## src/rtl/alu_arbiter.sv

```systemverilog
// alu_arbiter: round-robin arbiter sharing one combinational ALU between two requesters,
// with registered operands, a valid/ready response register and the C Z N V status word.
// Optional build macro ALU_ARB_CARRY_CHAIN_EN feeds the stored carry into chained arithmetic.
module alu_arbiter #(
  parameter int WORD = 16,
  parameter int NREQ = 2
) (
  input  logic                 clk,
  input  logic                 rst,
  input  logic [NREQ-1:0]      req_valid,
  output logic [NREQ-1:0]      req_ready,
  input  logic [NREQ*4-1:0]    req_op,
  input  logic [NREQ*WORD-1:0] req_a,
  input  logic [NREQ*WORD-1:0] req_b,
  input  logic [NREQ-1:0]      req_cin,
  input  logic [NREQ-1:0]      req_upd,
  output logic [3:0]           alu_op,
  output logic [WORD-1:0]      alu_a,
  output logic [WORD-1:0]      alu_b,
  output logic                 alu_cin,
  input  logic [WORD-1:0]      alu_res,
  input  logic [3:0]           alu_flags,
  output logic                 rsp_valid,
  input  logic                 rsp_ready,
  output logic                 rsp_id,
  output logic [WORD-1:0]      rsp_res,
  output logic [3:0]           rsp_flags,
  output logic [3:0]           psw
);

  typedef enum logic [1:0] {
    IDLE = 2'd0,
    EXEC = 2'd1,
    RESP = 2'd2
  } state_t;

  state_t          state_r;
  state_t          state_nxt_s;
  logic            rr_r;
  logic            upd_r;
  logic [1:0]      grant_s;
  logic            gidx_s;
  logic [3:0]      sel_op_s;
  logic [WORD-1:0] sel_a_s;
  logic [WORD-1:0] sel_b_s;
  logic            sel_cin_raw_s;
  logic            sel_cin_s;
  logic            sel_upd_s;

  // A lone requester wins outright; on contention the round-robin pointer decides.
  function automatic logic [1:0] pick_grant(input logic [1:0] valid, input logic rr);
    logic [1:0] g;
    case (valid)
      2'b01:   g = 2'b01;
      2'b10:   g = 2'b10;
      2'b11:   g = rr ? 2'b10 : 2'b01;
      default: g = 2'b00;
    endcase
    return g;
  endfunction

  // Grant decode and operand/carry selection for the requester being granted.
  always_comb begin
    grant_s       = pick_grant(req_valid, rr_r);
    gidx_s        = grant_s[1];
    sel_op_s      = gidx_s ? req_op[7:4] : req_op[3:0];
    sel_a_s       = gidx_s ? req_a[2*WORD-1:WORD] : req_a[WORD-1:0];
    sel_b_s       = gidx_s ? req_b[2*WORD-1:WORD] : req_b[WORD-1:0];
    sel_cin_raw_s = gidx_s ? req_cin[1] : req_cin[0];
    sel_upd_s     = gidx_s ? req_upd[1] : req_upd[0];
`ifdef ALU_ARB_CARRY_CHAIN_EN
    // Chained arithmetic takes the carry stored by the previous operation.
    if (sel_cin_raw_s && (sel_op_s[3:2] == 2'b00)) begin
      sel_cin_s = psw[0];
    end else begin
      sel_cin_s = sel_cin_raw_s;
    end
`else
    sel_cin_s = sel_cin_raw_s;
`endif
  end

  // Next-state and combinational accept; ready is offered only in IDLE and never during reset.
  always_comb begin
    state_nxt_s = state_r;
    req_ready   = 2'b00;
    case (state_r)
      IDLE: begin
        if (!rst && (grant_s != 2'b00)) begin
          req_ready   = grant_s;
          state_nxt_s = EXEC;
        end else begin
          state_nxt_s = IDLE;
        end
      end
      EXEC: state_nxt_s = RESP;
      RESP: begin
        if (rsp_ready) begin
          state_nxt_s = IDLE;
        end else begin
          state_nxt_s = RESP;
        end
      end
      default: state_nxt_s = IDLE;
    endcase
  end

  // State register.
  always_ff @(posedge clk) begin
    if (rst) begin
      state_r <= IDLE;
    end else begin
      state_r <= state_nxt_s;
    end
  end

  // Operand latch on grant, result/flag capture in EXEC, response release in RESP.
  always_ff @(posedge clk) begin
    if (rst) begin
      rr_r      <= 1'b0;
      upd_r     <= 1'b0;
      alu_op    <= 4'h0;
      alu_a     <= '0;
      alu_b     <= '0;
      alu_cin   <= 1'b0;
      rsp_valid <= 1'b0;
      rsp_id    <= 1'b0;
      rsp_res   <= '0;
      rsp_flags <= 4'h0;
      psw       <= 4'h0;
    end else begin
      case (state_r)
        IDLE: begin
          if (grant_s != 2'b00) begin
            alu_op  <= sel_op_s;
            alu_a   <= sel_a_s;
            alu_b   <= sel_b_s;
            alu_cin <= sel_cin_s;
            upd_r   <= sel_upd_s;
            rsp_id  <= gidx_s;
            rr_r    <= ~gidx_s;
          end
        end
        EXEC: begin
          rsp_res   <= alu_res;
          rsp_flags <= alu_flags;
          rsp_valid <= 1'b1;
          if (upd_r) begin
            psw <= alu_flags;
          end
        end
        RESP: begin
          if (rsp_ready) begin
            rsp_valid <= 1'b0;
          end
        end
        default: rsp_valid <= 1'b0;
      endcase
    end
  end

endmodule

```

## config.mk

```make
export PLATFORM = sky130hd
export DESIGN_NAME = alu_arbiter
export DESIGN_NICKNAME = d
export VERILOG_FILES = /design/src/rtl/alu_arbiter.sv
export SDC_FILE = /design/constraint.sdc
export NUM_CORES = 1
export LEC_CHECK = 0
export CAP_MARGIN = 5
export CORE_ASPECT_RATIO = 2
export CORE_UTILIZATION = 40
export DETAILED_ROUTE_END_ITERATION = 6
export PLACE_DENSITY = 0.93
export SKIP_CTS_REPAIR_TIMING = 1
export SYNTH_ARGS = -nofsm -noshare
export SYNTH_HDL_FRONTEND = slang
export SYNTH_SLANG_ARGS = --single-unit
```

## constraint.sdc

```tcl
create_clock -name clk -period 2.5 [get_ports clk]
set_clock_uncertainty 0.2 [all_clocks]
set_input_delay 0.25 -clock clk [delete_from_list [all_inputs] [get_ports clk]]
set_output_delay 0.25 -clock clk [all_outputs]
set_load 0.005 [all_outputs]
```

# == After elaboration in Yosys (flattened, before gate mapping) ==
# Index checks and enable logic that the tools add are counted.
# op_classes
bitwise_logic,2
reduce_logical,7
mux,14
n_eq_ne,6
# ops
cell,n
2-to-1 mux 16 bit,2
one-hot mux 2 bit (3 select lines),2
2-to-1 mux 2 bit,4
"equality test 2 bit, second input constant",3
AND reduction 2 bit,3
"equality test 2 x 1 -> 1 bit, second input constant",2
2-to-1 mux 1 bit,4
2-to-1 mux 4 bit,1
one-hot mux 1 bit (3 select lines),1
zero test 2 bit,1
"!= test 2 bit, second input constant",1
inverter 1 bit,2
nonzero test 2 bit,1
logical AND 1 bit,1
zero test 1 bit,1
# word_totals
reg_bits,67
out_inout_bits,65
input_bits,101

# == Depth between registers and ports, before layout ==
# logic_depth
word_depth,6
mapped_depth,5
ltp_nobuf,3

# == Worst setup path after synthesis ==
# Ideal clock, no wire load.
# synth_path
path_type,reg-to-reg
from,register state_r[0]
to,register alu_a[11]
n_path_buf,2
t_required_ps,2178
synth_period_minus_slack_ps,1639
setup_ps,122
path_slack_ps,861
arrival_ps,1317
stages_incl_launch_ff,6
cell_sequence,dfxtp_1 > or2_4 > o21ba_1 > buf_6 > buf_8 > a221o_1
# synth_between
elab_chain_cells,2
# synth_lines
element,line,rtl
start: declaration,37,state_t state_r;
start signal: assignment,113,state_r <= state_nxt_s;
zero test 2 bit,132,case (state_r)
AND reduction 2 bit (no line),n/a,
end signal: assignment,136,alu_a <= sel_a_s;
end: declaration,18,"output logic [WORD-1:0] alu_a,"
# No other way between the ends.
# A chain may end at the register's enable or synchronous reset.

# == Worst setup path in the final report ==
# layout_path
from,input port rst
to,output port req_ready[0]
# layout_between
elab_chain_cells,4
# layout_lines
element,line,rtl
start: declaration,9,"input logic rst,"
zero test 1 bit,89,if (!rst && (grant_s != 2'b00)) begin
logical AND 1 bit,89,
2-to-1 mux 2 bit,89,
2-to-1 mux 2 bit,87,case (state_r)
end: declaration,11,"output logic [NREQ-1:0] req_ready,"
# No other way between the ends.

==> impl_metrics.toml <==
[critical_path]
cpMostUsedCell = "clkdlybuf4s50_1"
arrival_ns = 1.79
slowest_stage = "clkdlybuf4s50_1"
critPathCaptureType = "output pin"
critPathMaxFanout = 3
crit_type = "in -> out"
critPathMaxStageDelay_ns = 0.54
r2r_setup_slack_ns = 0.71
cp_cell_sequence = "clkdlybuf4s50_1 > or3_1 > nor2_1 > clkdlybuf4s50_1"
startpoint_type = "primary input"
worstPathRequired_ns = 2.05

[logic_synthesis]
ys_seq_elements = 67
yosysSeqAreaShare = 0.495
postSynthAreaPerCell_um2 = 8.61
yosys_warnings = 0
synth_cells = 315
synthDistinctLibCells = 28
synth_nets = 416
netlist_area_mm2 = 0.00271

[pwr]
p_sw_frac = 0.241
leakage_nw = 1.82
switching_power_w = 0.000738
power.density_mw_per_mm2 = 653
p_int_w = 0.00232
p_comb_frac = 0.207
ir_worst_vdd_mv = 0.522
clkPwrFrac = 0.393
pwr-share-seq = 0.400

[floorplan]
die-area_mm2 = 0.00713
std_cell_rows = 42
core_area_mm2 = 0.00657
ios = 166
start_util = 0.413
die_y_um = 118
die_w_um = 60.2

[final_layout]
finalNetCount = 576
nFillCells = 498
seqCellArea_mm2 = 0.00134
area.growth.synth_to_final_pct = 72.7
fin_area_mm2 = 0.00468
antennaDiodeCount = 0
multiInputGateArea_mm2 = 0.00111
drive_above_1_share = 0.0604

[flow_run]
max_cap_viol_count = 0

[cts]
clockBufferDepth = 2
numClockSinks = 67
clock_latency_ns = 0.32
clk_pin_slew_ns = 0.05
cts_tree = "done"
cts_buffers = 9
htree_levels = 3
cts_root_buf = "clkbuf_16"

[global_routing]
grt_pass1_wl_um = 13400
overflow = 0
grt_pass1_vias = 2981
grt_start_max_net_pins = 40
grtUsageTotal = 0.251
grt_antenna_before_repair = 0

[outcome]
status = "complete, no violations"

[route]
drt-initial-drc-count = 268
avgRoutedWirePerCell_um = 15.7
wl_um = 8940
ant_nets = 0
num_vias = 3022
post-route-drc-count = 0
drt_pass1_iterations = 4
vias_per_cell = 5.32

[sta]
rsz0062_at_grt = "false"
finalHoldViolations = 0
fin_crit_ns = 2.24
tightest_slew_ns = 0.674
tns_ns = 0
holdWs_ns = 0.255
relSlewSlack = 0.550
final.period_utilization = 0.894
drv_slew = 0
fmax_mhz = 447
setup_viol = 0

[min_path]
worstHoldPathType = "reg -> reg"

[place]
placed_area_mm2 = 0.00440
portBuffers = 165
hpwl_um = 6500
globalplace.congestion = 0.729
[metal layers]
layer,track usage,wire length (um)
met1,0.241,3110
met5,0,0
met3,0.0864,700
met2,0.440,4760
met4,0.132,363
[power groups by stage]
stage / clock network [W] / registers [W] / logic [W]
final: 0.00120 / 0.00122 / 0.000634
after global routing: 0.00128 / 0.00123 / 0.000683
after CTS: 0.00123 / 0.00122 / 0.000636
after floorplan: 0 / 0.00124 / 0.000241
after detailed placement: 0 / 0.00124 / 0.000632
after global placement: 0 / 0.00124 / 0.000614
[through the flow]
step	cells	util	total power, W	worst slack [ns]
floorplan	315	-	0.00148	0.861
global placement	552	0.669	0.00185	0.288
detailed placement	552	0.669	0.00187	0.276
CTS	568	0.713	0.00309	0.248
global route	568	0.713	0.00319	0.152
finish	568	0.713	0.00306	0.264
[state kept, by name (all words and copies together), names as in the netlist]
name       cells
upd_r          1
rsp_id         1
alu_cin        1
psw            4
rsp_flags      4
state_r        2
alu_a         16
rsp_valid      1
rr_r           1
rsp_res       16
alu_b         16
alu_op         4
[final timing paths]
path,start,end,cells past startpoint
max,rst,req_ready[0],4
min,psw[0],psw[0],2
max reg2reg,state_r[0],alu_a[4],4
min reg2reg,psw[0],psw[0],2
[worst max-delay path, delay by kind of cell]
family	cells	cell delay (ns)
AND/OR/NAND/NOR	2	0.56
buffers and inverters	2	0.98
[cells in the mapped netlist (all sizes together)]
cell type	n	area [um^2]
dfxtp	67	1340
nand2	44	165
nor3	27	135
a221o	26	260
inv	26	97.6
a21oi	25	125
buf	16	121
nand3	16	80.1
a31oi	12	75.1
clkbuf	12	45.0
nand4	12	75.1
o21ai	12	60.1
nor2	7	28.8
a21o	2	15.0
nor2b	2	12.5
a21bo	1	10.0
a21boi	1	7.51
and4b	1	10.0
nand2b	1	6.26
nand3b	1	7.51
o21ba	1	10.0
or2	1	8.76
or2b	1	7.51
or3	1	6.26
[final cells by class]
type | count | share of cell area
clock inverter | 5 | 0.0115
sequential | 67 | 0.286
timing repair buffer | 177 | 0.372
inverter | 26 | 0.0208
clock buffer | 11 | 0.0497
tap | 88 | 0.0235
multi-input combinational | 194 | 0.236
[logic make-up (layout without fill, tap and decap cells)]
kind of cell,count (synthesis),in the layout,synth area share
compound gates,80,80,0.208
buf+inv,54,219,0.0974
flops,67,67,0.495
simple gates,114,114,0.200
[layout by cell type, fill, tap and decap left out]
master           synthesis  routed
a21bo_2                  1       1
nand3b_1                 1       1
or3_1                    1       1
clkbuf_16                0       9
nor2_2                   1       1
and4b_1                  1       1
buf_4                    0      12
clkdlybuf4s50_1          0     165
a21oi_1                 25      25
clkinv_2                 0       3
a21o_1                   2       2
a221o_1                 26      26
nand3_1                 16      16
or2b_1                   1       1
nor2b_1                  2       2
nand4_1                 12      12
a31oi_1                 12      12
a21boi_0                 1       1
nand2b_1                 1       1
bufinv_16                0       1
inv_1                   26      26
dfxtp_1                 67      67
nor2_1                   6       6
clkinv_4                 0       1
nor3_1                  27      27
nand2_1                 44      44
o21ba_1                  1       1
clkbuf_1                12       2
or2_4                    1       1
o21ai_0                 12      12
No activity file was read; power rests on OpenSTA's default activity.
